[src/rtl/dram_pkg.sv]
// Shared DRAM arbiter package.
// Holds default bus widths, requester IDs, DRAM region bases, the arbiter
// FSM state type and a small index-width helper used by the arbiter files.
package dram_pkg;

    localparam int DRAM_DATA_WIDTH = 32;
    localparam int DRAM_ADDR_WIDTH = 18;

    // Requester IDs (bit position in req/gnt vectors)
    localparam int REQ_CONV = 0;
    localparam int REQ_POOL = 1;
    localparam int REQ_HOST = 2;

    // DRAM region bases
    localparam int PARAM_BASE  = 0;
    localparam int WEIGHT_BASE = 64;
    localparam int IFMAP_BASE  = 65536;
    localparam int OFMAP_BASE  = 131072;

    typedef enum logic {
        ST_IDLE = 1'b0,   // no owner
        ST_OWN  = 1'b1    // owner registered, its gnt bit is high
    } arb_state_t;

    // Width of an index into n entries; never returns 0 so n == 1 still works.
    function automatic int id_width(input int n);
        return (n > 1) ? $clog2(n) : 1;
    endfunction

endpackage

[src/rtl/dram_arb_if.sv]
// DRAM arbiter bus interface.
// Bundles the requester side (req_*, gnt, rdata, rdata_vld) and the DRAM
// side (dram_*) of the arbiter.
//   slave  : arbiter view  - requests and dram_rdata in, grant/DRAM port out
//   master : environment view (requesters + DRAM) - the opposite directions
// Per-requester fields are packed [NREQ-1:0][W-1:0], requester i in slice i.
interface dram_arb_if
    import dram_pkg::*;
#(
    parameter int NREQ       = 3,
    parameter int DATA_WIDTH = DRAM_DATA_WIDTH,
    parameter int ADDR_WIDTH = DRAM_ADDR_WIDTH
);

    logic [NREQ-1:0]                 req_rd;
    logic [NREQ-1:0]                 req_wr;
    logic [NREQ-1:0][ADDR_WIDTH-1:0] req_addr_rd;
    logic [NREQ-1:0][ADDR_WIDTH-1:0] req_addr_wr;
    logic [NREQ-1:0][DATA_WIDTH-1:0] req_wdata;
    logic [NREQ-1:0]                 gnt;
    logic [DATA_WIDTH-1:0]           rdata;
    logic [NREQ-1:0]                 rdata_vld;

    logic                            dram_en_rd;
    logic                            dram_en_wr;
    logic [ADDR_WIDTH-1:0]           dram_addr_in;
    logic [ADDR_WIDTH-1:0]           dram_addr_out;
    logic [DATA_WIDTH-1:0]           dram_wdata;
    logic [DATA_WIDTH-1:0]           dram_rdata;

    modport slave (
        input  req_rd, req_wr, req_addr_rd, req_addr_wr, req_wdata, dram_rdata,
        output gnt, rdata, rdata_vld,
               dram_en_rd, dram_en_wr, dram_addr_in, dram_addr_out, dram_wdata
    );

    modport master (
        output req_rd, req_wr, req_addr_rd, req_addr_wr, req_wdata, dram_rdata,
        input  gnt, rdata, rdata_vld,
               dram_en_rd, dram_en_wr, dram_addr_in, dram_addr_out, dram_wdata
    );

endinterface

[src/rtl/dram_arb_rr_pick.sv]
// rr_pick: combinational round-robin selector.
// Scans active[] starting at last+1 (mod N) and returns the first hit.
//   active : candidate vector
//   last   : index of the previous winner (search starts just after it)
//   oh     : one-hot winner, idx : winner index, valid : any candidate
module rr_pick
    import dram_pkg::*;
#(
    parameter int N = 3,
    localparam int IW = id_width(N)
) (
    input  logic [N-1:0]  active,
    input  logic [IW-1:0] last,
    output logic [N-1:0]  oh,
    output logic [IW-1:0] idx,
    output logic          valid
);

    logic [IW-1:0] cand;

    always_comb begin
        oh    = '0;
        idx   = '0;
        valid = 1'b0;
        cand  = '0;
        // k runs 1..N so 'last' itself is checked last
        for (int k = 1; k <= N; k++) begin
            cand = IW'((int'(last) + k) % N);
            if (!valid && active[cand]) begin
                valid     = 1'b1;
                idx       = cand;
                oh[cand]  = 1'b1;
            end
        end
    end

endmodule

[src/rtl/dram_arb.sv]
// dram_arb: round-robin arbiter giving NREQ requesters (conv, pool, host
// loader) exclusive use of a single DRAM port.
// Ports:
//   clk, srstn : clock, synchronous active-low reset
//   bus        : dram_arb_if.slave - requests in, registered one-hot gnt,
//                combinational DRAM port mux from the owner, broadcast rdata
//                with a one-hot rdata_vld one cycle after each read.
// Build option: DRAM_ARB_BURST_LIMIT_EN - caps an ownership at MAX_BURST
// cycles when someone else is waiting; without it the owner keeps the port
// until it drops its request.
module dram_arb
    import dram_pkg::*;
#(
    parameter int DATA_WIDTH = DRAM_DATA_WIDTH,
    parameter int ADDR_WIDTH = DRAM_ADDR_WIDTH,
    parameter int NREQ       = 3,
    parameter int MAX_BURST  = 64
) (
    input logic       clk,
    input logic       srstn,
    dram_arb_if.slave bus
);

    localparam int IW = id_width(NREQ);

    arb_state_t      state, state_nxt;
    // In ST_OWN this is the current owner; in ST_IDLE it is the previous one.
    logic [IW-1:0]   last_owner, last_nxt;
    logic [NREQ-1:0] gnt_q, gnt_nxt;
    logic [NREQ-1:0] rd_vld_q;

    logic [NREQ-1:0] active, pick_in, pick_oh;
    logic [IW-1:0]   pick_idx;
    logic            pick_vld;
    logic            own, owner_act, preempt, handover, en_ok, en_rd;

    assign active    = bus.req_rd | bus.req_wr;
    assign own       = (state == ST_OWN);
    assign owner_act = own && active[last_owner];

    // While owning, only other requesters compete for the next slot.
    assign pick_in = own ? (active & ~gnt_q) : active;

    rr_pick #(.N(NREQ)) u_pick (
        .active (pick_in),
        .last   (last_owner),
        .oh     (pick_oh),
        .idx    (pick_idx),
        .valid  (pick_vld)
    );

`ifdef DRAM_ARB_BURST_LIMIT_EN
    localparam int CW = id_width(MAX_BURST);
    localparam logic [CW-1:0] BURST_END = CW'(MAX_BURST - 1);

    logic [CW-1:0] burst_cnt;

    // Only cut the owner off when there is a contender to hand over to.
    assign preempt = own && (burst_cnt == BURST_END) && pick_vld;

    always_ff @(posedge clk) begin
        if (!srstn) begin
            burst_cnt <= '0;
        end else if (!own || handover) begin
            burst_cnt <= '0;
        end else if (burst_cnt != BURST_END) begin
            burst_cnt <= burst_cnt + 1'b1;
        end
    end
`else
    assign preempt = 1'b0;

    // MAX_BURST only matters with the burst limit built in.
    if (MAX_BURST < 1) begin : g_max_burst_unused
    end
`endif

    // Owner gives up the port this cycle (released or preempted).
    assign handover = own && (!owner_act || preempt);

    // ------------------------------------------------------------------
    // FSM
    // ------------------------------------------------------------------
    always_ff @(posedge clk) begin
        if (!srstn) begin
            state      <= ST_IDLE;
            last_owner <= IW'(NREQ - 1);
            gnt_q      <= '0;
        end else begin
            state      <= state_nxt;
            last_owner <= last_nxt;
            gnt_q      <= gnt_nxt;
        end
    end

    always_comb begin
        state_nxt = state;
        last_nxt  = last_owner;
        gnt_nxt   = gnt_q;
        case (state)
            ST_IDLE: begin
                if (pick_vld) begin
                    state_nxt = ST_OWN;
                    last_nxt  = pick_idx;
                    gnt_nxt   = pick_oh;
                end
            end
            ST_OWN: begin
                if (handover) begin
                    if (pick_vld) begin
                        last_nxt = pick_idx;
                        gnt_nxt  = pick_oh;
                    end else begin
                        state_nxt = ST_IDLE;
                        gnt_nxt   = '0;
                    end
                end
            end
            default: begin
                state_nxt = ST_IDLE;
                gnt_nxt   = '0;
            end
        endcase
    end

    // ------------------------------------------------------------------
    // DRAM port mux: addresses/data follow the owner, enables only while
    // it still holds its request and is not being preempted.
    // ------------------------------------------------------------------
    assign en_ok = owner_act && !preempt;
    assign en_rd = en_ok && bus.req_rd[last_owner];

    assign bus.dram_en_rd    = en_rd;
    assign bus.dram_en_wr    = en_ok && bus.req_wr[last_owner];
    assign bus.dram_addr_in  = own ? bus.req_addr_rd[last_owner] : '0;
    assign bus.dram_addr_out = own ? bus.req_addr_wr[last_owner] : '0;
    assign bus.dram_wdata    = own ? bus.req_wdata[last_owner]   : '0;

    // ------------------------------------------------------------------
    // Read return: tag the read with the grant vector of the issuing cycle,
    // so the valid lands on the right requester even after a handover.
    // ------------------------------------------------------------------
    always_ff @(posedge clk) begin
        if (!srstn) begin
            rd_vld_q <= '0;
        end else begin
            rd_vld_q <= en_rd ? gnt_q : '0;
        end
    end

    assign bus.gnt       = gnt_q;
    assign bus.rdata_vld = rd_vld_q;
    assign bus.rdata     = bus.dram_rdata;

endmodule

[src/flat_wrapper.sv]
// flat-port wrapper written by rule: the top's interface ports become plain ports
module dram_arb_flat import dram_pkg::*;
#(
    parameter int DATA_WIDTH = DRAM_DATA_WIDTH,
    parameter int ADDR_WIDTH = DRAM_ADDR_WIDTH,
    parameter int NREQ       = 3,
    parameter int MAX_BURST  = 64
)
  (clk, srstn, bus_req_rd, bus_req_wr, bus_req_addr_rd, bus_req_addr_wr, bus_req_wdata, bus_dram_rdata, bus_gnt, bus_rdata, bus_rdata_vld, bus_dram_en_rd, bus_dram_en_wr, bus_dram_addr_in, bus_dram_addr_out, bus_dram_wdata);
  dram_arb_if #(.NREQ(NREQ), .DATA_WIDTH(DATA_WIDTH), .ADDR_WIDTH(ADDR_WIDTH)) bus_i ();
  input logic clk;
  input logic srstn;
  input wire logic [$bits(bus_i.req_rd)-1:0] bus_req_rd;
  input wire logic [$bits(bus_i.req_wr)-1:0] bus_req_wr;
  input wire logic [$bits(bus_i.req_addr_rd)-1:0] bus_req_addr_rd;
  input wire logic [$bits(bus_i.req_addr_wr)-1:0] bus_req_addr_wr;
  input wire logic [$bits(bus_i.req_wdata)-1:0] bus_req_wdata;
  input wire logic [$bits(bus_i.dram_rdata)-1:0] bus_dram_rdata;
  output wire logic [$bits(bus_i.gnt)-1:0] bus_gnt;
  output wire logic [$bits(bus_i.rdata)-1:0] bus_rdata;
  output wire logic [$bits(bus_i.rdata_vld)-1:0] bus_rdata_vld;
  output wire logic [$bits(bus_i.dram_en_rd)-1:0] bus_dram_en_rd;
  output wire logic [$bits(bus_i.dram_en_wr)-1:0] bus_dram_en_wr;
  output wire logic [$bits(bus_i.dram_addr_in)-1:0] bus_dram_addr_in;
  output wire logic [$bits(bus_i.dram_addr_out)-1:0] bus_dram_addr_out;
  output wire logic [$bits(bus_i.dram_wdata)-1:0] bus_dram_wdata;
  assign bus_i.req_rd = bus_req_rd;
  assign bus_i.req_wr = bus_req_wr;
  assign bus_i.req_addr_rd = bus_req_addr_rd;
  assign bus_i.req_addr_wr = bus_req_addr_wr;
  assign bus_i.req_wdata = bus_req_wdata;
  assign bus_i.dram_rdata = bus_dram_rdata;
  assign bus_gnt = bus_i.gnt;
  assign bus_rdata = bus_i.rdata;
  assign bus_rdata_vld = bus_i.rdata_vld;
  assign bus_dram_en_rd = bus_i.dram_en_rd;
  assign bus_dram_en_wr = bus_i.dram_en_wr;
  assign bus_dram_addr_in = bus_i.dram_addr_in;
  assign bus_dram_addr_out = bus_i.dram_addr_out;
  assign bus_dram_wdata = bus_i.dram_wdata;
  dram_arb #(.DATA_WIDTH(DATA_WIDTH), .ADDR_WIDTH(ADDR_WIDTH), .NREQ(NREQ), .MAX_BURST(MAX_BURST)) u_core (.clk(clk), .srstn(srstn), .bus(bus_i));
endmodule
[config.mk]
export PLATFORM = sky130hd
export DESIGN_NAME = dram_arb_flat
export DESIGN_NICKNAME = d
export VERILOG_FILES = /design/src/rtl/dram_pkg.sv /design/src/rtl/dram_arb_if.sv /design/src/rtl/dram_arb_rr_pick.sv /design/src/rtl/dram_arb.sv /design/src/flat_wrapper.sv
export SDC_FILE = /design/constraint.sdc
export NUM_CORES = 1
export LEC_CHECK = 0
export BUFFER_PORTS_ARGS = -buffer_cell sky130_fd_sc_hd__buf_2
export CORE_AREA = 2 2 135 137
export DETAILED_ROUTE_END_ITERATION = 12
export DIE_AREA = 0 0 137 139
export GPL_TIMING_DRIVEN = 0
export PLACE_DENSITY = 0.57
export REMOVE_ABC_BUFFERS = 1
export SKIP_LAST_GASP = 1
export SYNTH_ARGS = -nofsm -noshare
export SYNTH_HDL_FRONTEND = slang
export SYNTH_SLANG_ARGS = --single-unit
[constraint.sdc]
create_clock -name clk -period 2.2 [get_ports clk]
set_input_delay 0.22 -clock clk [delete_from_list [all_inputs] [get_ports clk]]
set_output_delay 0.22 -clock clk [all_outputs]
set_load 0.02 [all_outputs]
# Word-level counts from Yosys, hierarchy flattened
# Cells that the tools add are included.
# word_totals
ff_bits,9
inputBits,244
# classes
add_sub_neg,3
div,3
magnitude_cmp,7
n_eq_ne,2
muxes,47
bitwise_logic,6
n_reduce_logical,14
# ops
op,n
32-bit by 3-bit remainder unit with 32-bit output (second input constant),3
18-bit binary-select mux with 2-bit select,2
18-bit 2-to-1 mux,4
32-bit binary-select mux with 2-bit select,1
32-bit 2-to-1 mux,2
3-bit 2-to-1 mux,7
1-bit 2-to-1 mux,14
1-bit binary-select mux with 2-bit select,6
2-bit by 3-bit < comparator with 1-bit output (second input constant),4
2-bit 2-to-1 mux,5
1-bit logical AND,9
3-bit bitwise OR,3
2-bit by 2-bit adder with 3-bit output (second input constant),2
1-bit demux with 2-bit select,3
2-bit by 1-bit >= comparator with 1-bit output (second input constant),3
3-bit case mux with 2 select lines,1
2-bit case mux with 2 select lines,1
2-bit AND reduction,2
2-bit by 1-bit adder with 3-bit output (second input constant),1
3-bit AND,1
1-bit zero test,3
3-bit inverter,1
2-bit by 1-bit != test with 1-bit output (second input constant),1
2-bit != test (second input constant),1
2 further kinds,2

# Longest topological paths before layout
# logic_depth
depth_word,15
depth_mapped,7
depth_no_buf,7

# Hierarchy
# Synthesis repeated with hierarchy kept, for this count alone.
# unflattened
hier_cells,435
area_unflattened_um2,2874.0
# modules_own_cells
module,n_inst,cells_each,area_per_inst_um2
dram_arb,1,394,2576.2
rr_pick,1,41,297.8

# Least setup slack after synthesis
# No wires, ideal clock.
# synth_path
path_type,reg2out
startpoint,register u_core.last_owner[0]
endpoint,output bus_dram_addr_in[10]
t_arrival_ps,1675
slack_ps,305
path_stages_with_launch,7
path_buffers,3
cell_sequence,dfxtp_1 clkbuf_1 nor2_1 clkbuf_1 buf_2 a21oi_1 nor2b_1
# synth_via
elab_chain_len,3
# synth_rtl
element,line_no,source
start: declaration,dram_arb.sv:28,"logic [IW-1:0] last_owner, last_nxt;"
start signal: assignment,dram_arb.sv:87,last_owner <= IW'(NREQ - 1);
start signal: assignment,dram_arb.sv:91,last_owner <= last_nxt;
18-bit binary-select mux with 2-bit select,dram_arb.sv:135,assign bus.dram_addr_in = own ? bus.req_addr_rd[last_owner] : '0;
18-bit 2-to-1 mux (not written as such),dram_arb.sv:135,
18-bit 2-to-1 mux,dram_arb.sv:135,
end: declaration,flat_wrapper.sv:24,output wire logic [$bits(bus_i.dram_addr_in)-1:0] bus_dram_addr_in;
# Every way passes these cells. The select of a mux whose other input is x is not followed.

# Worst setup path in the final report
# layout_path
startpoint,register u_core.last_owner[0]
endpoint,output bus_dram_en_wr
# layout_via
elab_chain_len,4
word_cells_on_any_way,6
cone_classes,mux: 4; reduce/logical: 2
# layout_rtl
element,line_no,source
1-bit binary-select mux with 2-bit select,dram_arb.sv:39,assign owner_act = own && active[last_owner];
1-bit 2-to-1 mux (not written as such),dram_arb.sv:39,
1-bit logical AND,dram_arb.sv:39,
1-bit logical AND (*),dram_arb.sv:134,assign bus.dram_en_wr = en_ok && bus.req_wr[last_owner];
end: declaration,flat_wrapper.sv:23,output wire logic [$bits(bus_i.dram_en_wr)-1:0] bus_dram_en_wr;
# Mark *: on every way between the ends. The rest lies on a longest branch, timed or not. The select of a mux whose other input is x is not followed.

==> flow_metrics.env <==
export IMPL_syn_area_per_cell_um2=6.58
export IMPL_gp_congestion=0.788
export IMPL_synth_commonest_cells="a21oi_1 (77), nor2_1 (75), mux2i_1 (70)"
export IMPL_syn_to_final_growth_pct=63.2
export IMPL_fin_nets=918
export IMPL_holdCritStartpoint="srstn"
export IMPL_reg2reg_depth=7
export IMPL_reg2reg_setup_slack_ns=0.10
export IMPL_end_kind="primary output"
export IMPL_drive_gt1_share_pct=48.4
export IMPL_crit_type="register to primary output"
export IMPL_fin_crit_sh_pct=96.4
export IMPL_totalWireLength_um=15700
export IMPL_vias=3967
export IMPL_grt_pass1_wl_um=21300
export IMPL_cts_sinks=9
export IMPL_r2r_end="u_core.bus.gnt[0]"
export IMPL_die_x_um=137
export IMPL_skew_ns=0.000433
export IMPL_cts_tree="yes"
export IMPL_synth_ff_type="dfxtp_1"
export IMPL_setup_viol=0
export IMPL_dp_hpwl_um=10400
export IMPL_min_path_type="input pin to register"
export IMPL_nFillCells=1985
export IMPL_ys_seq_elements=9
export IMPL_drc=0
export IMPL_synth_distinct_cells=39
export IMPL_grt_pass1_vias=3781
export IMPL_insertion_delay_ns=0.23
export IMPL_hold_end="u_core.last_owner[1]"
export IMPL_grt_overflow=0
export IMPL_critPathSlowestCell="a211oi_1"
export IMPL_first_iter_violations=187
export IMPL_initial_core_util_pct=15.9
export IMPL_internal_power_mw=2.48
export IMPL_postRouteAntennaNets=0
export IMPL_p_leak_nw=2.19
export IMPL_grt_use_met3_pct=6.76
export IMPL_yosysMostFrequentCell="a21oi_1"
export IMPL_grt_usage_pct=14.7
export IMPL_critical_path_buf_inv_count=2
export IMPL_cp_max_fo=18
export IMPL_grt_max_degree=40
export IMPL_syn_inst=427
export IMPL_grt_use_met2_pct=25.1
export IMPL_yosys_top_cells_area="mux2i_1 (25%), nor2b_1 (15%), a21oi_1 (14%)"
export IMPL_slew_headroom_pct=63.6
export IMPL_async_flop_share_pct=0
export IMPL_max_clock_path_buffers=2
export IMPL_row_count=49
export IMPL_pin_count=352
export IMPL_slowest_delay_ns=0.40
export IMPL_crit_arrival_ns=1.90
export IMPL_p_per_area_nw_per_um2=1200
export IMPL_antenna_found_initial=2
export IMPL_yosysSeqAreaShare_pct=6.41
export IMPL_cp_cell_sequence="buf_4 > a211oi_1 > o21ai_1 > nor2_1 > buf_2"
export IMPL_cts_root_buf="clkbuf_16"
export IMPL_p_clk_share_pct=5.9
export IMPL_synthDominantCellAreaShare_pct=24.9
export IMPL_synth_area_um2=2810
export IMPL_avgRoutedWirePerCell_um=17.5
export IMPL_rr_startpoint="u_core.last_owner[0]"
export IMPL_rsz0062_at_grt="true"
export IMPL_p_switching_mw=3.02
export IMPL_required_ns=1.98
export IMPL_cts_buffers=3
export IMPL_p_seq_share_pct=6.4
export IMPL_clk_pin_slew_worst_paths_ns=0.04
export IMPL_swShare_pct=54.9
export IMPL_setup_worst_path_start_class="register"
export IMPL_period_needed_ns=2.12
export IMPL_maxCapViolations=0
export IMPL_die_h_um=139
export IMPL_slew_viol_final=0
export IMPL_use_met1_pct=16.6
export IMPL_combPwrFrac_pct=87.7
export IMPL_crit_family="compound AO/OA/AOI/OAI gates"
export IMPL_synth_area_leader_cell="mux2i_1"
export IMPL_dieArea_um2=19000
export IMPL_core_um2=17700
export IMPL_hold_viol_final=0
export IMPL_vias_per_cell=4.41
export IMPL_htreeDepth=1
export IMPL_ys_warn_count=0
export IMPL_fmax_mhz=471
export IMPL_total_power_mw=5.49
export IMPL_io_buffers=287
export IMPL_top_usage_layer="met2"
export IMPL_fin_hold_ws_ns=0.267
export IMPL_synth_edf_count=0
export IMPL_peakVddDrop_mv=0.594
export IMPL_outcome="complete, no violations"
export IMPL_critPathLaunch="u_core.last_owner[0]"
export IMPL_dr_pass1_iters=4
export IMPL_worst_slew_pin_slew_ns=0.544
export IMPL_hold_depth=2
## metal layers
metal | routed length [um] | vias up
met4 | 133 | 2
met1 | 6270 | 1777
met5 | 107 | -
li1 | - | 1936
met3 | 2010 | 16
met2 | 7220 | 236
## layout make-up
class                      count  area [um2]  area share (%)
sequential                     9         191            4.18
inverter                       3        11.3           0.246
clock buffer                   4        78.8            1.72
multi-input combinational    349        2290            50.0
antenna                        2        5.00           0.109
tap                          229         287            6.25
timing repair buffer         304        1720            37.5
## placed cells by master (no fill, tap or decap), types with 3 or more instances in the layout
cell type / instances
buf_2: 287
a21oi_1: 76
nor2_1: 74
mux2i_1: 70
nor2b_1: 69
nand2_1: 6
buf_12: 6
dfxtp_1: 6
buf_4: 5
and3_1: 4
o32ai_1: 4
clkbuf_16: 4
o2bb2ai_1: 3
o211ai_1: 3
dfxtp_4: 3
## what timing repair did
item	in CTS	in global routing
hold buffers	0	0
cloned	2	1
setup buffers	11	1
pin swaps	1	1
setup endpoints to repair	79	6
resized for setup	4	6
## flip-flops by register name (all words and copies together), names as in the netlist
register / count
u_core.bus.gnt: 3
u_core.bus.rdata_vld: 3
u_core.last_owner: 2
u_core.own: 1
## through the flow
| stage | instance area (um2) | util, % | instances | worst slack [ns] | TNS [ns] |
|---|---|---|---|---|---|
| 4_1_cts | 4520 | 25.6 | 896 | 0.0137 | 0 |
| 6_report | 4580 | 26.0 | 900 | 0.0781 | 0 |
| 5_1_grt | 4580 | 25.9 | 899 | -0.0400 | -0.0479 |
| 3_3_place_gp | 4150 | 23.5 | 876 | -7.18 | -525.44 |
| 3_5_place_dp | 4230 | 24.0 | 879 | -0.706 | -35.81 |
| 2_1_floorplan | 2420 | - | 360 | -3.43 | -247.01 |
## power by group through the flow
stage,sequential (mW),clock [mW],combinational (mW)
5_1_grt,0.365,0.339,5.23
4_1_cts,0.362,0.324,4.73
3_3_place_gp,0.751,0,3.02
6_report,0.352,0.321,4.82
3_5_place_dp,0.667,0,3.82
2_1_floorplan,0.668,0,2.66
## cell families (layout without fill, tap and decap cells)
| logic type | after synthesis | after routing | synth area share, % |
|---|---|---|---|
| fa+ha+maj | 4 | 4 | 1.78 |
| other cells | 0 | 2 | 0 |
| buf+inv | 70 | 311 | 14.1 |
| flops | 9 | 9 | 6.41 |
| simple gates | 167 | 168 | 30.1 |
| mux | 70 | 70 | 24.9 |
| compound gates | 107 | 107 | 22.7 |
## how the worst max path moves through the flow
| stage | slack, ns | depth (start not counted) | to |
|---|---|---|---|
| detailed placement | -0.71 | 7 | u_core.bus.gnt[0] |
| floorplan | -3.43 | 4 | u_core.bus.rdata_vld[0] |
| finish | 0.08 | 5 | bus_dram_en_wr |
| CTS | 0.01 | 7 | u_core.bus.gnt[1] |
| global placement | -7.18 | 4 | bus_dram_wdata[30] |
| global route | -0.04 | 5 | bus_dram_en_wr |
Note: power is estimated with default switching activity, not from simulation.
